## src/rtl/alu_seq.sv

```systemverilog
// Registered ALU: single-cycle arithmetic/logic, plus iterative shift-add multiply
// and restoring divide/remainder taking DATA_WIDTH cycles each.
module alu_seq #(
    parameter int DATA_WIDTH = 32,
    parameter int OPRN_WIDTH = 6,
    parameter int CNT_WIDTH  = $clog2(DATA_WIDTH) + 1
) (
    input  logic                  clk,
    input  logic                  rst_n,
    input  logic                  start,
    input  logic [OPRN_WIDTH-1:0] oprn,
    input  logic [DATA_WIDTH-1:0] op1,
    input  logic [DATA_WIDTH-1:0] op2,
    output logic [DATA_WIDTH-1:0] out,
    output logic                  zero,
    output logic                  err,
    output logic                  busy,
    output logic                  done
);

    localparam logic [OPRN_WIDTH-1:0] OP_ADD  = OPRN_WIDTH'(1);
    localparam logic [OPRN_WIDTH-1:0] OP_SUB  = OPRN_WIDTH'(2);
    localparam logic [OPRN_WIDTH-1:0] OP_MUL  = OPRN_WIDTH'(3);
    localparam logic [OPRN_WIDTH-1:0] OP_SRL  = OPRN_WIDTH'(4);
    localparam logic [OPRN_WIDTH-1:0] OP_SLL  = OPRN_WIDTH'(5);
    localparam logic [OPRN_WIDTH-1:0] OP_AND  = OPRN_WIDTH'(6);
    localparam logic [OPRN_WIDTH-1:0] OP_OR   = OPRN_WIDTH'(7);
    localparam logic [OPRN_WIDTH-1:0] OP_NOR  = OPRN_WIDTH'(8);
    localparam logic [OPRN_WIDTH-1:0] OP_SLTU = OPRN_WIDTH'(9);
    localparam logic [OPRN_WIDTH-1:0] OP_DIV  = OPRN_WIDTH'(10);
    localparam logic [OPRN_WIDTH-1:0] OP_REM  = OPRN_WIDTH'(11);
    localparam logic [OPRN_WIDTH-1:0] OP_SLT  = OPRN_WIDTH'(12);

    typedef enum logic [1:0] {S_IDLE, S_MUL, S_DIV} state_t;

    state_t                state_reg, state_next;
    logic [DATA_WIDTH-1:0] out_reg, out_next;
    logic                  zero_reg, zero_next;
    logic                  err_reg, err_next;
    logic                  done_reg, done_next;
    logic [CNT_WIDTH-1:0]  count_reg, count_next;
    logic [DATA_WIDTH-1:0] acc_reg, acc_next;
    logic [DATA_WIDTH-1:0] mcand_reg, mcand_next;
    logic [DATA_WIDTH-1:0] mplier_reg, mplier_next;
    logic [DATA_WIDTH-1:0] rem_reg, rem_next;
    logic [DATA_WIDTH-1:0] quo_reg, quo_next;
    logic [DATA_WIDTH-1:0] divisor_reg, divisor_next;
    logic                  is_rem_reg, is_rem_next;
    logic                  dbz_reg, dbz_next;

    logic [DATA_WIDTH-1:0] sc_result;
    logic                  sc_err;
    logic [DATA_WIDTH-1:0] mul_sum;
    logic [DATA_WIDTH:0]   div_shift;
    logic [DATA_WIDTH:0]   div_diff;
    logic                  div_fits;
    logic [DATA_WIDTH-1:0] rem_step;
    logic [DATA_WIDTH-1:0] quo_step;
    logic                  last_iter;

    // One multiply step: add the shifted multiplicand when the current multiplier bit is set.
    assign mul_sum = acc_reg + (mplier_reg[0] ? mcand_reg : '0);

    // One restoring-division step: bring in the next dividend bit, subtract if it fits.
    assign div_shift = {rem_reg, quo_reg[DATA_WIDTH-1]};
    assign div_diff  = div_shift - {1'b0, divisor_reg};
    assign div_fits  = ~div_diff[DATA_WIDTH];
    assign rem_step  = div_fits ? div_diff[DATA_WIDTH-1:0] : div_shift[DATA_WIDTH-1:0];
    assign quo_step  = {quo_reg[DATA_WIDTH-2:0], div_fits};
    assign last_iter = (count_reg == CNT_WIDTH'(1));

    always_comb begin
        sc_result = '0;
        sc_err    = 1'b0;
        case (oprn)
            OP_ADD:  sc_result = op1 + op2;
            OP_SUB:  sc_result = op1 - op2;
            OP_SRL:  sc_result = (op2 >= DATA_WIDTH'(DATA_WIDTH)) ? '0 : (op1 >> op2);
            OP_SLL:  sc_result = (op2 >= DATA_WIDTH'(DATA_WIDTH)) ? '0 : (op1 << op2);
            OP_AND:  sc_result = op1 & op2;
            OP_OR:   sc_result = op1 | op2;
            OP_NOR:  sc_result = ~(op1 | op2);
            OP_SLTU: sc_result = DATA_WIDTH'(op1 < op2);
            OP_SLT:  sc_result = DATA_WIDTH'($signed(op1) < $signed(op2));
            OP_MUL, OP_DIV, OP_REM: sc_result = '0;
            default: sc_err = 1'b1;
        endcase
    end

    always_comb begin
        state_next   = state_reg;
        out_next     = out_reg;
        zero_next    = zero_reg;
        err_next     = err_reg;
        done_next    = 1'b0;
        count_next   = count_reg;
        acc_next     = acc_reg;
        mcand_next   = mcand_reg;
        mplier_next  = mplier_reg;
        rem_next     = rem_reg;
        quo_next     = quo_reg;
        divisor_next = divisor_reg;
        is_rem_next  = is_rem_reg;
        dbz_next     = dbz_reg;
        case (state_reg)
            S_IDLE: begin
                if (start) begin
                    if (oprn == OP_MUL) begin
                        state_next  = S_MUL;
                        count_next  = CNT_WIDTH'(DATA_WIDTH);
                        acc_next    = '0;
                        mcand_next  = op1;
                        mplier_next = op2;
                    end else if (oprn == OP_DIV || oprn == OP_REM) begin
                        state_next   = S_DIV;
                        count_next   = CNT_WIDTH'(DATA_WIDTH);
                        rem_next     = '0;
                        quo_next     = op1;
                        divisor_next = op2;
                        is_rem_next  = (oprn == OP_REM);
                        dbz_next     = (op2 == '0);
                    end else begin
                        out_next  = sc_result;
                        zero_next = (sc_result == '0);
                        err_next  = sc_err;
                        done_next = 1'b1;
                    end
                end
            end
            S_MUL: begin
                acc_next    = mul_sum;
                mcand_next  = mcand_reg << 1;
                mplier_next = mplier_reg >> 1;
                count_next  = count_reg - CNT_WIDTH'(1);
                if (last_iter) begin
                    state_next = S_IDLE;
                    out_next   = mul_sum;
                    zero_next  = (mul_sum == '0);
                    err_next   = 1'b0;
                    done_next  = 1'b1;
                end
            end
            S_DIV: begin
                rem_next   = rem_step;
                quo_next   = quo_step;
                count_next = count_reg - CNT_WIDTH'(1);
                if (last_iter) begin
                    // A zero divisor naturally yields all-ones quotient and remainder = dividend.
                    state_next = S_IDLE;
                    out_next   = is_rem_reg ? rem_step : quo_step;
                    zero_next  = ((is_rem_reg ? rem_step : quo_step) == '0);
                    err_next   = dbz_reg;
                    done_next  = 1'b1;
                end
            end
            default: state_next = S_IDLE;
        endcase
    end

    always_ff @(posedge clk or negedge rst_n) begin
        if (!rst_n) begin
            state_reg   <= S_IDLE;
            out_reg     <= '0;
            zero_reg    <= 1'b1;
            err_reg     <= 1'b0;
            done_reg    <= 1'b0;
            count_reg   <= '0;
            acc_reg     <= '0;
            mcand_reg   <= '0;
            mplier_reg  <= '0;
            rem_reg     <= '0;
            quo_reg     <= '0;
            divisor_reg <= '0;
            is_rem_reg  <= 1'b0;
            dbz_reg     <= 1'b0;
        end else begin
            state_reg   <= state_next;
            out_reg     <= out_next;
            zero_reg    <= zero_next;
            err_reg     <= err_next;
            done_reg    <= done_next;
            count_reg   <= count_next;
            acc_reg     <= acc_next;
            mcand_reg   <= mcand_next;
            mplier_reg  <= mplier_next;
            rem_reg     <= rem_next;
            quo_reg     <= quo_next;
            divisor_reg <= divisor_next;
            is_rem_reg  <= is_rem_next;
            dbz_reg     <= dbz_next;
        end
    end

    assign out  = out_reg;
    assign zero = zero_reg;
    assign err  = err_reg;
    assign done = done_reg;
    assign busy = (state_reg != S_IDLE);

endmodule

```

## config.mk

```make
export PLATFORM = sky130hd
export DESIGN_NAME = alu_seq
export DESIGN_NICKNAME = d
export VERILOG_FILES = /design/src/rtl/alu_seq.sv
export SDC_FILE = /design/constraint.sdc
export NUM_CORES = 1
export LEC_CHECK = 0
export BUFFER_PORTS_ARGS = -buffer_cell sky130_fd_sc_hd__buf_2
export CAP_MARGIN = 10
export CORE_ASPECT_RATIO = 1.25
export CORE_MARGIN = 2
export CORE_UTILIZATION = 65
export CTS_BUF_LIST = sky130_fd_sc_hd__clkbuf_8
export DETAILED_ROUTE_END_ITERATION = 10
export GPL_TIMING_DRIVEN = 0
export PLACE_DENSITY_LB_ADDON = 0.05
export SLEW_MARGIN = 20
export SYNTH_ARGS = -nofsm -noshare
export SYNTH_HDL_FRONTEND = slang
export SYNTH_SLANG_ARGS = --single-unit
```

## constraint.sdc

```tcl
create_clock -name clk -period 4.8 [get_ports clk]
set_input_delay 0.48 -clock clk [delete_from_list [all_inputs] [get_ports clk]]
set_output_delay 0.48 -clock clk [all_outputs]
set_load 0.005 [all_outputs]
```

==> results of run 1 <==
-- synthesized netlist by cell type, drive strengths merged (37+ instances only) --
library cell,n,share of area
a21o,49,0.015
a21oi,146,0.030
a221oi,37,0.013
and2,55,0.014
buf,50,0.011
clkbuf,200,0.030
dfrtp,236,0.24
ha,165,0.083
inv,159,0.024
mux2i,183,0.074
mux4,48,0.044
nand2,444,0.067
nand3,73,0.015
nor2,193,0.029
nor3,54,0.011
o211ai,44,0.013
o21ai,348,0.070
-- timing repair --
action / 4_1_cts
hold endpoints to repair: 69
cloned: 0
buffers inserted: 1
resized for setup: 26
setup endpoints to repair: 29
hold buffers: 1
-- through the flow --
| stage | setup TNS [ps] | utilization | instances |
|---|---|---|---|
| 4_1_cts | 0 | 0.711 | 3823 |
| 3_5_place_dp | -42660 | 0.688 | 3762 |
| 3_3_place_gp | -226020 | 0.684 | 3756 |
| 2_1_floorplan | 0 | - | 3158 |
-- cells by family after synthesis --
group	after synthesis	share of synthesized area
AND/OR/NAND/NOR	1027	0.192
multiplexers	262	0.132
adder cells (fa/ha/maj)	169	0.0864
flip-flops	237	0.239
buffers and inverters	413	0.0654
AO/OA/AOI/OAI	992	0.264
XOR/XNOR	58	0.0205
-- per-layer routing --
metal  track usage  overflow
met5        0.0922         0
met3         0.433         0
met1         0.703         0
met4         0.616         4
met2         0.857         2
==> qor.yml, run 1 <==
synth:
  ys_seq_elements: 237
  synth_edf_count: 0
  synth_cell_types: 90
  synthFlopType: "dfrtp_1"
  synthArstFlopShare: 1.00
  synthCells: 3158
  netlist_area_um2: 24800
  synth_area_per_cell_um2: 7.86
  yosysWarnings: 0
  synth-seq-area-share: 0.239
  syn_nets: 3400
status:
  run_status: "stopped before the end"
  stop_stage: "global routing"
  error: "[ERROR GRT-0116] Global routing finished with congestion. Check the congestion regions in the DRC Viewer."
global_routing:
  grt_pass1_vias: 29876
  grt_pass1_wl_um: 194000
  grt_overflow: 6
  grtUsageTotal: 0.661
  grt_max_degree: 91
clocking:
  cts_made_buffers: 39
  clk_path_buf_depth: 3
  cts-root-buf: "clkbuf_8"
  clock-sinks: 237
  htreeDepth: 2
placement:
  dp_hpwl_um: 92900
  placed_area_um2: 26100
  port_buffers: 106
  place_ws_ps: -2230
  place.gp.congestion: 1.35
die:
  initial_core_util: 0.654
  die_h_um: 222
  die_x_um: 179
  io_pins: 109
  rows: 80
==> run 2, diff against run 1 <==
Settings changed: CORE_ASPECT_RATIO 1.25 to unset, CORE_UTILIZATION 65 to 40, CTS_BUF_LIST sky130_fd_sc_hd__clkbuf_8 to unset, PLACE_DENSITY_LB_ADDON 0.05 to 0.15.
==> qor.yml, run 2 <==
status:
  run_status: "complete, but fails checks"  # was stopped before the end
  violations: "setup timing"
die:
  io_pins: 109  # unchanged
  die_h_um: 253  # was 222 um
  die_x_um: 253  # was 179 um
  core-area_um2: 61500
  initial_core_util: 0.404  # was 0.654
  rows: 91  # was 80
  dieArea_um2: 64100
hold_path:
  hold_depth: 3
  hold_end: "divisor_reg[29]"
  hold_class: "in -> reg"
  hold_start: "op2[29]"
power_and_ir_drop:
  switching_share: 0.468
  switchingPower_w: 0.00479
  p_total_w: 0.0102
  p_seq_frac: 0.307
  p_per_area_nw_per_um2: 370
  p_int_w: 0.00545
  p_leak_nw: 12.2
  p_comb_frac: 0.496
  clkPwrFrac: 0.197
  vdd_drop_max_mv: 0.300
worst_setup_path:
  r2r_slack_ps: 10
  critPathLaunchType: "input port"
  slowest_stage: "o21ai_0"
  arrival_ps: 5400
  critPathTopFamily: "compound AO/OA/AOI/OAI gates"
  slowest_delay_ps: 670
  crit_type: "in -> reg"
  cp.buffers_inverters: 6
  end_kind: "flip-flop"
  timing.rr.start: "quo_reg[31]"
  crit_fanout: 10
  reg2regPathDepth: 17
  critical_path_required_ps: 5290
  crit_chain: "buf_2, buf_6, buf_8, buf_6, buf_4, buf_2, mux2i_1, mux2i_1, o21ai_0, a211oi_1, a21oi_1, o21ai_0, or4_1, nor4_2, nand2_1, nand3_1"
  r2r_end: "zero"
sta:
  clock.fmax_mhz: 204
  slew_headroom: 0.122
  rsz0062_at_grt: "true"
  hold_viol: 0
  tightest_slew_ps: 1320
  fin_skew_ps: 16.3
  final.setup.worst_slack_ps: -113
  fin_crit_sh: 1.02
  slew_viol_final: 0
  finalSetupViolCount: 1
  fin_crit_ps: 4910
synth:
  netlist_area_um2: 24800  # unchanged
  synth-seq-area-share: 0.239  # unchanged
  synth-adder-area-share: 0.0864  # unchanged
  synth_common_cells: "nand2_1 (443), o21ai_0 (345), dfrtp_1 (236)"  # unchanged
  yosysMostFrequentCell: "nand2_1"  # unchanged
  synthFlopType: "dfrtp_1"  # unchanged
  synth_simple_gate_area_frac: 0.192  # unchanged
  synth_edf_count: 0  # unchanged
  syn_nets: 3400  # unchanged
  synth_top_family_by_area: "compound AO/OA/AOI/OAI gates"  # unchanged
  synth_top_area_frac: 0.238  # unchanged
  synth_xor_area_frac: 0.0205  # unchanged
  synth_compound_area_frac: 0.264  # unchanged
  synthArstFlopShare: 1.00  # unchanged
  synthCells: 3158  # unchanged
  ys_seq_elements: 237  # unchanged
  synth_cell_types: 90  # unchanged
  synth_area_per_cell_um2: 7.86  # unchanged
  synthTopCellsByArea: "dfrtp_1 (24%), ha_1 (8.3%), mux2i_1 (7.4%)"  # unchanged
  synthMuxAreaShare: 0.132  # unchanged
  synth_top_cell_by_area: "dfrtp_1"  # unchanged
  yosysWarnings: 0  # unchanged
clocking:
  clk_path_buf_depth: 3  # unchanged
  cts_made_buffers: 25  # was 39
  cts-root-buf: "clkbuf_16"  # was clkbuf_8
  clock_latency_ps: 560
  htreeDepth: 1  # was 2
  cts.reportedPaths.clkPinSlew_ps: 60
  clock-sinks: 237  # unchanged
  cts_tree: "yes"
global_routing:
  grt_pass1_vias: 26577
  grtUsageTotal: 0.418
  grt_max_degree: 76
  grt_pass1_wl_um: 193000
  grt_antenna_before_repair: 4
  grt_overflow: 0
routing:
  wl_met2_um: 59900
  ant_nets: 0
  routed_via_density: 6.79
  wire_per_inst_um: 33.4
  vias: 27888
  drt_wl_total_um: 137000
  post-route-drc-count: 0
  dr.pass1.iters: 6
  dr.max_layer_used: "met5"
  wl_met1_um: 51400
  dr_wl_met3_um: 13400
  drt_iter0_drc: 3514
placement:
  place.gp.congestion: 1.09  # was 1.35
  dp_hpwl_um: 108000  # was 92,900 um
  port_buffers: 106  # unchanged
  place_ws_ps: -2820  # was -2230 ps
  placed_cells: 4065  # was 3,762
cells_and_area:
  nets: 3539
  final_util: 0.450
  final_cell_mix: "nand2_1 (443), o21ai_0 (337), dfrtp_1 (236), nor2_1 (191), mux2i_1 (180)"
  final_common_cell: "nand2_1"
  instances_no_fill: 4106
  drive_above_1_share: 0.114
  area_growth_syn_to_layout_pct: 11.5
run:
  cap_violations: 0
[run 2: repair_timing]
| item | in CTS | in global routing |
|---|---|---|
| resized for setup | 39 | 45 |
| buffers inserted | 3 | 4 |
| pin swaps | 4 | 4 |
| hold endpoints to repair | 55 | 0 |
| hold buffers | 1 | 0 |
| endpoints found under the setup margin | 32 | 8 |
[run 2: per-layer routing]
metal	track usage	vias up
li1	-	11853
met1	0.510	13642
met2	0.658	1869
met3	0.0817	518
met4	0.303	6
met5	0	-
[run 2: metrics by stage]
stage               TNS, ps  area, um2  hold WS [ps]
floorplan                 0      24800           184
global placement    -288280      26300           459
detailed placement   -50620      26500           443
CTS                       0      27500           308
global route          -43.7      27700           328
finish                 -113      27700           323
[run 2: area by class of cell]
| type | count | area [um2] |
|---|---|---|
| clock buffer | 34 | 719 |
| timing repair buffer | 125 | 747 |
| tap | 790 | 988 |
| sequential | 237 | 5930 |
| clock inverter | 10 | 110 |
| fill | 6252 | 33800 |
| inverter | 163 | 623 |
| buffer | 237 | 1020 |
| multi-input combinational | 2508 | 17500 |
| antenna | 2 | 5.00 |
[run 2: kinds of logic (layout without fill, tap and decap cells)]
group | Yosys count | after routing
adders and majority gates | 169 | 169
other | 0 | 2
buffers and inverters | 413 | 569
DFF | 237 | 237
xor gates and xnor gates | 58 | 58
and+or+nand+nor | 1027 | 1027
muxes | 262 | 262
AOI/OAI and AO/OA | 992 | 992
[run 2: power groups by stage]
stage,clock network (W),logic [W],registers [W]
floorplan,0,0.00300,0.00298
global placement,0,0.00476,0.00312
detailed placement,0,0.00485,0.00315
CTS,0.00203,0.00489,0.00312
global route,0.00210,0.00539,0.00320
finish,0.00202,0.00508,0.00314
[run 2: worst max path at each step]
stage	end	slack, ps	cells after the start	start
global route	zero	-40	17	quo_reg[31]
finish	zero	-110	16	op2[1]
floorplan	zero	10	20	op2[2]
CTS	zero	4	14	op2[3]
global placement	zero	-2890	21	op2[2]
detailed placement	zero	-2820	21	op2[2]
[run 2: worst register-to-register path, cell delays in order (launching register included)]
cell and delay, ps:
dfrtp_1 400, inv_1 90, ha_1 210, inv_1 70, fa_1 410, a21o_1 190
nand4_1 160, a211oi_2 140, o31a_1 360, o31ai_4 380, and3_1 350, clkbuf_1 450
o21ai_0 230, o21ai_1 650, a2111o_1 190, nor4_1 60, nand4_1 260, nand3_1 120
Note: power is estimated with default switching activity, not from simulation.
